===== config.mk =====
export PLATFORM = sky130hd
export DESIGN_NAME = tone_scheduler
export DESIGN_NICKNAME = d
export VERILOG_FILES = /design/src/rtl/tone_scheduler.sv
export SDC_FILE = /design/constraint.sdc
export NUM_CORES = 1
export LEC_CHECK = 0
export ABC_AREA = 0
export BUFFER_PORTS_ARGS = -buffer_cell sky130_fd_sc_hd__buf_2
export CAP_MARGIN = 20
export CORE_MARGIN = 8
export CORE_UTILIZATION = 30
export CTS_CLUSTER_SIZE = 24
export DETAILED_ROUTE_END_ITERATION = 10
export PLACE_DENSITY = 0.61
export SLEW_MARGIN = 20
export SYNTH_ARGS = -nofsm -noshare
export SYNTH_HDL_FRONTEND = slang
export SYNTH_SLANG_ARGS = --single-unit

===== constraint.sdc =====
create_clock -name clk -period 2.6 [get_ports clk]
set_input_delay 0.52 -clock clk [delete_from_list [all_inputs] [get_ports clk]]
set_output_delay 0.52 -clock clk [all_outputs]
set_load 0.01 [all_outputs]

===== src/rtl/tone_scheduler.sv =====
`default_nettype none
// ============================================================================
//  Module   : tone_scheduler
//  Brief    : Two-requester round-robin note scheduler driving a variable
//             tone divider (divide number, restart pulse, audible gate).
//  Revision : 1.0 - initial release
// ============================================================================
module tone_scheduler #(
    parameter int N     = 16,
    parameter int DUR_W = 12
) (
    input  logic             clk,
    input  logic             rst,
    input  logic             tick,
    input  logic             stop,
    input  logic             req0,
    input  logic             req1,
    input  logic [N-1:0]     div0,
    input  logic [N-1:0]     div1,
    input  logic [DUR_W-1:0] dur0,
    input  logic [DUR_W-1:0] dur1,
    output logic [1:0]       ack,
    output logic [N-1:0]     div_num,
    output logic             div_rst,
    output logic             gate,
    output logic             busy
);

    localparam logic [1:0]       c_ST_IDLE = 2'd0;
    localparam logic [1:0]       c_ST_LOAD = 2'd1;
    localparam logic [1:0]       c_ST_PLAY = 2'd2;
    localparam logic [1:0]       c_ST_GAP  = 2'd3;
    // Smallest divide number the divider can count down without underflow.
    localparam logic [N-1:0]     c_DIV_MIN = N'(2);
    localparam logic [DUR_W-1:0] c_DUR_ONE = DUR_W'(1);

    logic [1:0]       r_state;
    logic [1:0]       w_state_nxt;
    logic [DUR_W-1:0] r_cnt;
    logic [DUR_W-1:0] w_cnt_nxt;
    logic             r_last;      // 1: requester 1 was granted most recently
    logic [1:0]       r_ack;
    logic [N-1:0]     r_div_num;
    logic             r_div_rst;
    logic             r_gate;
    logic [1:0]       w_grant;
    logic             w_capture;
    logic [N-1:0]     w_sel_div;
    logic [DUR_W-1:0] w_sel_dur;
    logic [N-1:0]     w_clamp_div;

    // Round-robin arbitration: a tie goes to the requester not served last.
    always_comb begin
        w_grant = 2'b00;
        if (req0 && req1) begin
            w_grant = r_last ? 2'b01 : 2'b10;
        end else if (req0) begin
            w_grant = 2'b01;
        end else if (req1) begin
            w_grant = 2'b10;
        end
    end

    assign w_sel_div   = w_grant[1] ? div1 : div0;
    assign w_sel_dur   = w_grant[1] ? dur1 : dur0;
    assign w_clamp_div = (w_sel_div < c_DIV_MIN) ? c_DIV_MIN : w_sel_div;

    // Next-state and counter logic; stop overrides everything, including a grant.
    always_comb begin
        w_state_nxt = r_state;
        w_cnt_nxt   = r_cnt;
        w_capture   = 1'b0;
        if (stop) begin
            w_state_nxt = c_ST_IDLE;
            w_cnt_nxt   = '0;
        end else begin
            case (r_state)
                c_ST_IDLE: begin
                    if (|w_grant) begin
                        w_state_nxt = c_ST_LOAD;
                        w_capture   = 1'b1;
                        w_cnt_nxt   = w_sel_dur;
                    end
                end
                c_ST_LOAD: begin
                    // A zero-length note is acknowledged but never sounds.
                    w_state_nxt = (r_cnt == '0) ? c_ST_IDLE : c_ST_PLAY;
                end
                c_ST_PLAY: begin
                    if (tick) begin
                        if (r_cnt == c_DUR_ONE) begin
                            w_state_nxt = c_ST_GAP;
                            w_cnt_nxt   = '0;
                        end else begin
                            w_cnt_nxt = r_cnt - c_DUR_ONE;
                        end
                    end
                end
                c_ST_GAP: begin
                    if (tick) begin
                        w_state_nxt = c_ST_IDLE;
                    end
                end
                default: begin
                    w_state_nxt = c_ST_IDLE;
                    w_cnt_nxt   = '0;
                end
            endcase
        end
    end

    // State, capture and registered outputs; reset silences the tone at once.
    always_ff @(posedge clk or negedge rst) begin
        if (!rst) begin
            r_state   <= c_ST_IDLE;
            r_cnt     <= '0;
            r_last    <= 1'b1;
            r_ack     <= 2'b00;
            r_div_num <= c_DIV_MIN;
            r_div_rst <= 1'b1;
            r_gate    <= 1'b0;
        end else begin
            r_state   <= w_state_nxt;
            r_cnt     <= w_cnt_nxt;
            r_ack     <= w_capture ? w_grant : 2'b00;
            r_div_rst <= (w_state_nxt == c_ST_LOAD);
            r_gate    <= (w_state_nxt == c_ST_PLAY);
            if (w_capture) begin
                r_last    <= w_grant[1];
                r_div_num <= w_clamp_div;
            end
        end
    end

    assign ack     = r_ack;
    assign div_num = r_div_num;
    assign div_rst = r_div_rst;
    assign gate    = r_gate;
    assign busy    = (r_state != c_ST_IDLE);

endmodule
`default_nettype wire


* Word level (Yosys, flattened, before mapping)
Cells that the tools add are included.
** Word-level totals
- Bits in registers :: 35
- Output and inout bits :: 21
** Operators by class
- Add/sub/neg operators :: 1
- Magnitude comparators :: 1
- Eq/ne operators :: 8
- Muxes and demuxes :: 23
- Reductions and logical operators :: 7
** Operators with widths (number)
- 2-to-1 mux 12 bit :: 5
- 2-to-1 mux 16 bit :: 2
- case mux 12 bit (2 select lines) :: 1
- 2-to-1 mux 2 bit :: 11
- < comparator 16 x 2 -> 1 bit, second input constant :: 1
- equality test 12 x 1 -> 1 bit, second input constant :: 1
- logical NOT 12 bit :: 1
- subtractor 12 x 1 -> 12 bit, second input constant :: 1
- case mux 2 bit (4 select lines) :: 1
- equality test 2 bit, second input constant :: 3
- inequality test 3 bit, second input constant :: 2
- equality test 2 x 1 -> 1 bit, second input constant :: 2
- 2-to-1 mux 1 bit :: 3
- AND reduction 3 bit :: 1
- nonzero test 3 bit :: 1
- logical NOT 2 bit :: 1
- nonzero test 2 bit :: 1
- OR reduction 2 bit :: 1
- logical AND 1 bit :: 1

* Longest topological paths before layout
Gate-level depths: netlist of the first run.
- Depth after elaboration :: 8
- Gate-level depth with buffers :: 6
- Depth with buffers taken out :: 6

* Worst setup path after synthesis of the first run
OpenSTA, ideal clock, no wires.
- Path type :: flip-flop to flip-flop
- Start :: register r_cnt[3]
- End :: register r_cnt[11]
- Setup time :: 0.069 ns
- Arrival time :: 1.878 ns
- Required time :: 2.531 ns
- Slack :: 0.653 ns
- Stages on the path, launching flop included :: 5
- Period minus slack after synthesis :: 1.947 ns
- Path through :: dfrtp_1 -> or3_4 -> or4_1 -> or4b_1 -> nand3_1
** On the way
- Cells in the longest elaborated chain, start to end :: 5
** Ends and longest elaborated chain
- start: declaration :: RTL line 39 : logic [DUR_W-1:0] r_cnt;
- start signal: assignment :: RTL line 124 : r_cnt <= w_cnt_nxt;
- subtractor 12 x 1 -> 12 bit or equality test 12 x 1 -> 1 bit (tied branches) :: RTL line 95, 91
- 2-to-1 mux 12 bit * :: RTL line 91 : if (r_cnt == c_DUR_ONE) begin
- 2-to-1 mux 12 bit * :: RTL line 90 : if (tick) begin
- case mux 12 bit (2 select lines) * :: RTL line 77 : case (r_state)
- 2-to-1 mux 12 bit * :: RTL line 73 : if (stop) begin
Mark *: on every way between the ends. The rest lies on a longest branch, timed or not. The select of a mux whose other input is x is not followed.
A chain may end at the register's enable or synchronous reset.

* Worst setup path after layout of the first run
Ends and elaborated chain as after synthesis.

==> impl_metrics.py, run 1 <==
metrics = {
    "finish": {
        "final_common_cell": "buf_2",
        "n_antenna_cell": 0,
        "final_cell_mix": "82 x buf_2, 32 x dfrtp_1, 23 x nand2_1, 19 x mux2i_1, 16 x o21ai_0",
        "area_delta_synth_final_pct": 30.1,
        "nets": 376,
        "drive_gt1_frac": 0.369,
    },
    "cts": {
        "cts_hold_buf": 0,
        "cts.reportedPaths.clkPinSlew_ps": 70,
        "cts_root_buf": "clkbuf_8",
        "cts_inserted_buffers": 5,
        "cts_resized": 0,
        "cts_tree": "yes",
        "postCtsSetupBuffers": 0,
        "clk_path_buf_depth": 2,
        "clock_sinks": 35,
        "htreeDepth": 2,
        "clkLatencyLatePin_ps": 290,
    },
    "power": {
        "power.internal_mw": 1.36,
        "clkPwrFrac": 0.177,
        "seq_power_share": 0.378,
        "p_leak_nw": 1.31,
        "combinationalPowerShare": 0.444,
        "p_total_mw": 2.25,
        "p_sw_uw": 886,
        "vdd_drop_max_mv": 0.289,
        "p_sw_frac": 0.394,
        "power_density_mw_per_mm2": 810,
    },
    "logic_synthesis": {
        "yosys_warnings": 0,
        "synth-xor-area-share": 0,
        "yosysSeqAreaShare": 0.412,
        "netlist-cell-type-count": 46,
        "synth-compound-area-share": 0.173,
        "muxShareOfSynthArea": 0.142,
        "ys_async_sr_fraction": 1.00,
        "synth-simple-area-share": 0.223,
        "synthAdderAreaFrac": 0.0117,
        "synth_edf_count": 0,
        "synth_top_family_by_area": "simple AND/OR/NAND/NOR gates",
        "synth_flop_cell": "dfrtp_1",
        "avgSynthCellArea_um2": 9.32,
        "syn-num-nets": 293,
        "synth_seq_cells": 35,
        "synth_cells": 229,
        "synth_area_mm2": 0.00213,
    },
    "worst_setup_path": {
        "path_cells": "or3_4 > or4_1 > or4b_1 > nand3_1",
        "path_buf_inv": 0,
        "cp_max_fo": 8,
        "crit_path_end_kind": "register",
        "cp_num_cells": 4,
        "cp_slowest_cell": "or4_1",
        "worst-r2r-cell-count": 4,
        "r2r-start": "r_cnt[3]",
        "cp-start-kind": "register",
        "arrival_ps": 2280,
        "r2r-end": "r_cnt[11]",
        "r2r_slack_ps": 540,
        "slowest_delay_ps": 540,
        "critPathTopFamily": "simple AND/OR/NAND/NOR gates",
        "cp.required_ps": 2820,
        "worstSetupPathType": "register to register",
    },
    "floorplan": {
        "start_util": 0.312,
        "core_mm2": 0.00683,
        "io_pins": 83,
        "row_count": 30,
        "fp.dieH_um": 100,
        "die_area_mm2": 0.0101,
        "die_w_um": 100,
    },
    "timing": {
        "worstMarginPinSlew_ps": 808,
        "relSlewSlack": 0.461,
        "slew_violations": 0,
        "setup_viol": 0,
        "fin_crit_ps": 2060,
        "hold_violations": 0,
        "rsz0062_at_grt": "no",
        "fin_tns_setup_ps": 0,
        "fmax_ghz": 0.485,
        "skew_ps": 3.97,
        "period_share": 0.793,
    },
    "detailed_routing": {
        "drt_iter0_markers": 91,
        "vias": 2126,
        "wire_per_inst_um": 16.1,
        "vias_per_cell": 5.21,
        "drt_pass1_iterations": 4,
        "ant_nets": 0,
        "drc": 0,
        "totalWireLength_mm": 6.58,
    },
    "global_routing": {
        "grt-ovfl-total": 0,
        "grtUsageTotal": 0.128,
        "grt_start_max_net_pins": 36,
        "grt_pass1_vias": 2077,
        "grt_pass1_wl_mm": 10.3,
        "antenna_found_initial": 0,
    },
    "job": {
        "maxCapViolCount": 0,
    },
    "worst_hold_path": {
        "hold_path_class": "input pin to asynchronous set/reset pin",
    },
    "placement": {
        "dpl.hpwl_mm": 5.18,
        "gp_congestion": 0.914,
        "portBuffers": 82,
    },
    "run_status": {
        "status": "finished, final reports clean",
    },
}
[state kept, by name (all words and copies together), names as in the netlist]
name / flops
gate: 1
r_last: 1
ack: 2
r_cnt: 12
div_num: 16
r_state: 2
div_rst: 1
[how the worst max path moves through the flow]
stage,start,endpoint
after floorplan,r_cnt[3],r_cnt[11]
after global placement,r_cnt[3],r_cnt[11]
after detailed placement,r_cnt[3],r_cnt[11]
after CTS,r_cnt[3],r_cnt[11]
after global routing,r_cnt[11],gate
final,r_cnt[3],r_cnt[11]
[logic make-up (layout without fill, tap and decap cells)]
group | after synthesis | in the layout
multiplexers | 29 | 29
adder cells (fa/ha/maj) | 2 | 2
AND/OR/NAND/NOR | 89 | 89
AO/OA/AOI/OAI | 53 | 53
flip-flops | 35 | 35
buffers and inverters | 21 | 104
[power by group through the flow]
stage	logic, mW	clock network [mW]	registers, mW
2_1_floorplan	0.562	0	0.897
3_3_place_gp	0.994	0	0.853
3_5_place_dp	1.01	0	0.859
4_1_cts	1.01	0.419	0.849
5_1_grt	1.11	0.435	0.873
6_report	1.00	0.398	0.851
[routing by layer]
metal	GRT usage	share of wire	routed length, um	vias up
met5	0	0	0	-
met1	0.162	0.46	3020	995
li1	-	-	-	1030
met2	0.205	0.44	2920	93
met4	0.0279	0.0067	44	0
met3	0.0436	0.092	605	8
[cell usage after synthesis (6+ instances only)]
| cell type | n | share of area |
|---|---|---|
| inv_1 | 8 | 0.014 |
| mux2_2 | 10 | 0.053 |
| nor4_1 | 8 | 0.023 |
| o21ai_0 | 16 | 0.038 |
| clkbuf_1 | 11 | 0.019 |
| a21oi_1 | 6 | 0.014 |
| nand2_1 | 23 | 0.040 |
| nor3_1 | 8 | 0.019 |
| or3_1 | 6 | 0.018 |
| mux2i_1 | 19 | 0.089 |
| dfrtp_1 | 32 | 0.38 |
| nor2b_1 | 7 | 0.021 |
| nor2_1 | 12 | 0.021 |
[area by class of cell]
cell class | count | area [um2]
Tap cell | 96 | 120
Clock buffer | 6 | 82.6
Sequential cell | 35 | 880
Fill cell | 709 | 4060
Multi-Input combinational cell | 173 | 1180
Inverter | 8 | 30.0
Timing Repair Buffer | 89 | 475
Clock inverter | 1 | 5.00
[per-stage QoR]
| stage | instance area, um2 | instances | worst slack [ps] | util | hold slack (ps) |
|---|---|---|---|---|---|
| floorplan | 2130 | 229 | 653 | - | 224 |
| global placement | 2690 | 401 | 609 | 0.394 | 459 |
| detailed placement | 2690 | 401 | 564 | 0.394 | 466 |
| CTS | 2780 | 408 | 559 | 0.406 | 339 |
| global route | 2780 | 408 | 287 | 0.406 | 379 |
| finish | 2780 | 408 | 537 | 0.406 | 324 |
Power figures use the tool's default switching activity.
==> run 2, diff against run 1 <==
--- a/config.mk
+++ b/config.mk
@@ -12,7 +12,7 @@
 export CORE_UTILIZATION = 30
 export CTS_CLUSTER_SIZE = 24
 export DETAILED_ROUTE_END_ITERATION = 10
-export PLACE_DENSITY = 0.61
+export PLACE_DENSITY = 0.63
 export SLEW_MARGIN = 20
 export SYNTH_ARGS = -nofsm -noshare
 export SYNTH_HDL_FRONTEND = slang
==> constraint.sdc (replaced) <==
create_clock -name clk -period 1.78 [get_ports clk]
set_input_delay 0.356 -clock clk [delete_from_list [all_inputs] [get_ports clk]]
set_output_delay 0.356 -clock clk [all_outputs]
set_load 0.01 [all_outputs]
==> run 2 against run 1 <==
  * The run now ends with setup timing left
  * Largest cell class unchanged
  * Sequential cell count unchanged
  * Register-to-register slack got worse by 710 ps
  * Combinational power up 100%
  * Clock skew up 4.4 ps
  * Via count up 5.8%
  * Worst setup slack worse by 710 ps
  * Final cell count is 7.8% higher
  * Sequential share of layout area shrank 3.9 points
==> impl_metrics.py, run 2 (synthesis results as in run 1) <==
metrics = {
    "finish": {
        "nets": 407,
        "ff_latch_area_um2": 880,
        "largest_reg_flops": 16,
        "multi_input_area_mm2": 0.00131,
        "n_antenna_cell": 0,
        "drive_gt1_frac": 0.483,
        "fin_area_mm2": 0.00316,
        "fillers": 693,
        "final_cell_mix": "82 x buf_2, 33 x buf_4, 32 x dfrtp_1, 23 x nand2_1, 19 x mux2i_1",
        "area_delta_synth_final_pct": 48.2,
        "final_common_cell": "buf_2",
    },
    "worst_setup_path": {
        "r2r-start": "r_cnt[8]",
        "r2r_slack_ps": -170,
        "arrival_ps": 2180,
        "path_buf_inv": 0,
        "worstSetupPathType": "register to register",
        "slowest_delay_ps": 520,
        "cp_max_fo": 2,
        "cp_slowest_cell": "or4_4",
        "r2r-end": "r_cnt[11]",
        "cp-start-kind": "register",
        "critPathTopFamily": "simple AND/OR/NAND/NOR gates",
        "startpoint": "r_cnt[8]",
        "worst-r2r-cell-count": 4,
        "cp.required_ps": 2010,
        "path_cells": "or3_4 > or4_4 > or4b_1 > nand3_1",
        "crit_path_end_kind": "register",
    },
    "cts": {
        "cts_inserted_buffers": 5,
        "htreeDepth": 2,
        "clk_path_buf_depth": 2,
        "clock_sinks": 35,
        "cts.reportedPaths.clkPinSlew_ps": 70,
        "cts_tree": "yes",
        "cts_root_buf": "clkbuf_8",
        "clkLatencyLatePin_ps": 290,
    },
    "worst_hold_path": {
        "hold_path_class": "input pin to register",
        "worstHoldEndpoint": "ack[0]",
        "hp-start": "req0",
        "min_path_cells": 3,
    },
    "timing": {
        "setup_slack_ps": -169,
        "hold_violations": 0,
        "worstMarginPinSlew_ps": 443,
        "skew_ps": 8.34,
        "relSlewSlack": 0.705,
        "fmax_ghz": 0.513,
        "fin_crit_ps": 1950,
        "slew_violations": 0,
        "setup_viol": 5,
        "period_share": 1.10,
        "fin_tns_setup_ps": -355,
        "rsz0062_at_grt": "yes",
    },
    "run_status": {
        "status": "finished with violations",
        "failed_checks": "setup timing",
    },
    "power": {
        "p_leak_nw": 1.49,
        "p_total_mw": 3.83,
        "power_density_mw_per_mm2": 1210,
        "vdd_drop_max_mv": 0.349,
    },
    "global_routing": {
        "grt_start_max_net_pins": 34,
        "grt_pass1_wl_mm": 11.2,
        "grt-ovfl-total": 0,
        "grtUsageTotal": 0.139,
        "grt_pass1_vias": 2236,
        "antenna_found_initial": 0,
    },
    "placement": {
        "dpl.hpwl_mm": 5.50,
        "gp_congestion": 0.899,
        "place_area_mm2": 0.00290,
        "portBuffers": 82,
    },
    "floorplan": {
        "die_w_um": 100,
        "start_util": 0.312,
        "die_area_mm2": 0.0101,
        "row_count": 30,
        "fp.dieH_um": 100,
        "core_mm2": 0.00683,
        "io_pins": 83,
    },
    "detailed_routing": {
        "drt_pass1_iterations": 4,
        "drc": 0,
        "wire_per_inst_um": 16.5,
        "totalWireLength_mm": 7.27,
        "drt_iter0_markers": 157,
        "ant_nets": 0,
        "vias_per_cell": 5.11,
        "vias": 2249,
    },
    "job": {
        "maxCapViolCount": 0,
    },
}
run 2: cell count changes in the layout (fill, tap and decap cells not counted), moves of 3 or more:
| cell | change |
|---|---|
| buf_4 | +27 |
| or4_1 | -3 |
| nor2b_1 | -3 |
| or4_4 | +3 |
run 2: layout make-up:
type / instances / area share
multi-input combinational: 173 / 0.414
clock buffer: 7 / 0.0273
clock inverter: 1 / 0.00158
timing repair buffer: 120 / 0.231
inverter: 8 / 0.00950
sequential: 35 / 0.278
tap: 96 / 0.0380
run 2: tightest hold or removal path: cells and delay by family:
family / cells / cell delay [ps]
AO/OA/AOI/OAI: 1 / 70
buffers and inverters: 1 / 130
AND/OR/NAND/NOR: 1 / 40
run 2: per-layer routing:
layer  share of wire  global-route usage  vias to the layer above
met1            0.45               0.172                     1047
met3           0.092              0.0554                        9
met4           0.015              0.0384                        0
li1                -                   -                     1088
met5               0                   0                        -
met2            0.44               0.216                      105
run 2: how the worst max path moves through the flow:
stage | endpoint | slack, ps | depth (start not counted)
floorplan | r_cnt[11] | -130 | 5
global placement | r_cnt[11] | -180 | 4
detailed placement | r_cnt[11] | -190 | 4
CTS | r_cnt[10] | -140 | 6
global route | r_cnt[10] | -220 | 6
finish | r_cnt[11] | -170 | 4
run 2: where the power goes:
group	switching, mW	internal, mW	total (mW)	leakage (nW)
Sequential	0.134	1.06	1.19	0.443
Combinational	1.07	0.958	2.03	1.00
Clock	0.288	0.312	0.600	0.0482
Total	1.50	2.33	3.83	1.49
run 2: timing repair:
action / CTS / global route
pin swaps: 6 / 4
hold buffers: 1 / 0
setup endpoints to repair: 5 / 13
hold endpoints to repair: 2 / 0
gates resized for setup: 7 / 21
buffers inserted: 1 / 2
run 2: through the flow:
| step | hold slack (ps) | setup slack (ps) | instances | util |
|---|---|---|---|---|
| after floorplan | 60.4 | -127 | 229 | - |
| after global placement | 313 | -176 | 428 | 0.425 |
| after detailed placement | 316 | -192 | 428 | 0.425 |
| after CTS | 331 | -144 | 438 | 0.447 |
| after global routing | 331 | -216 | 440 | 0.463 |
| final | 341 | -169 | 440 | 0.463 |
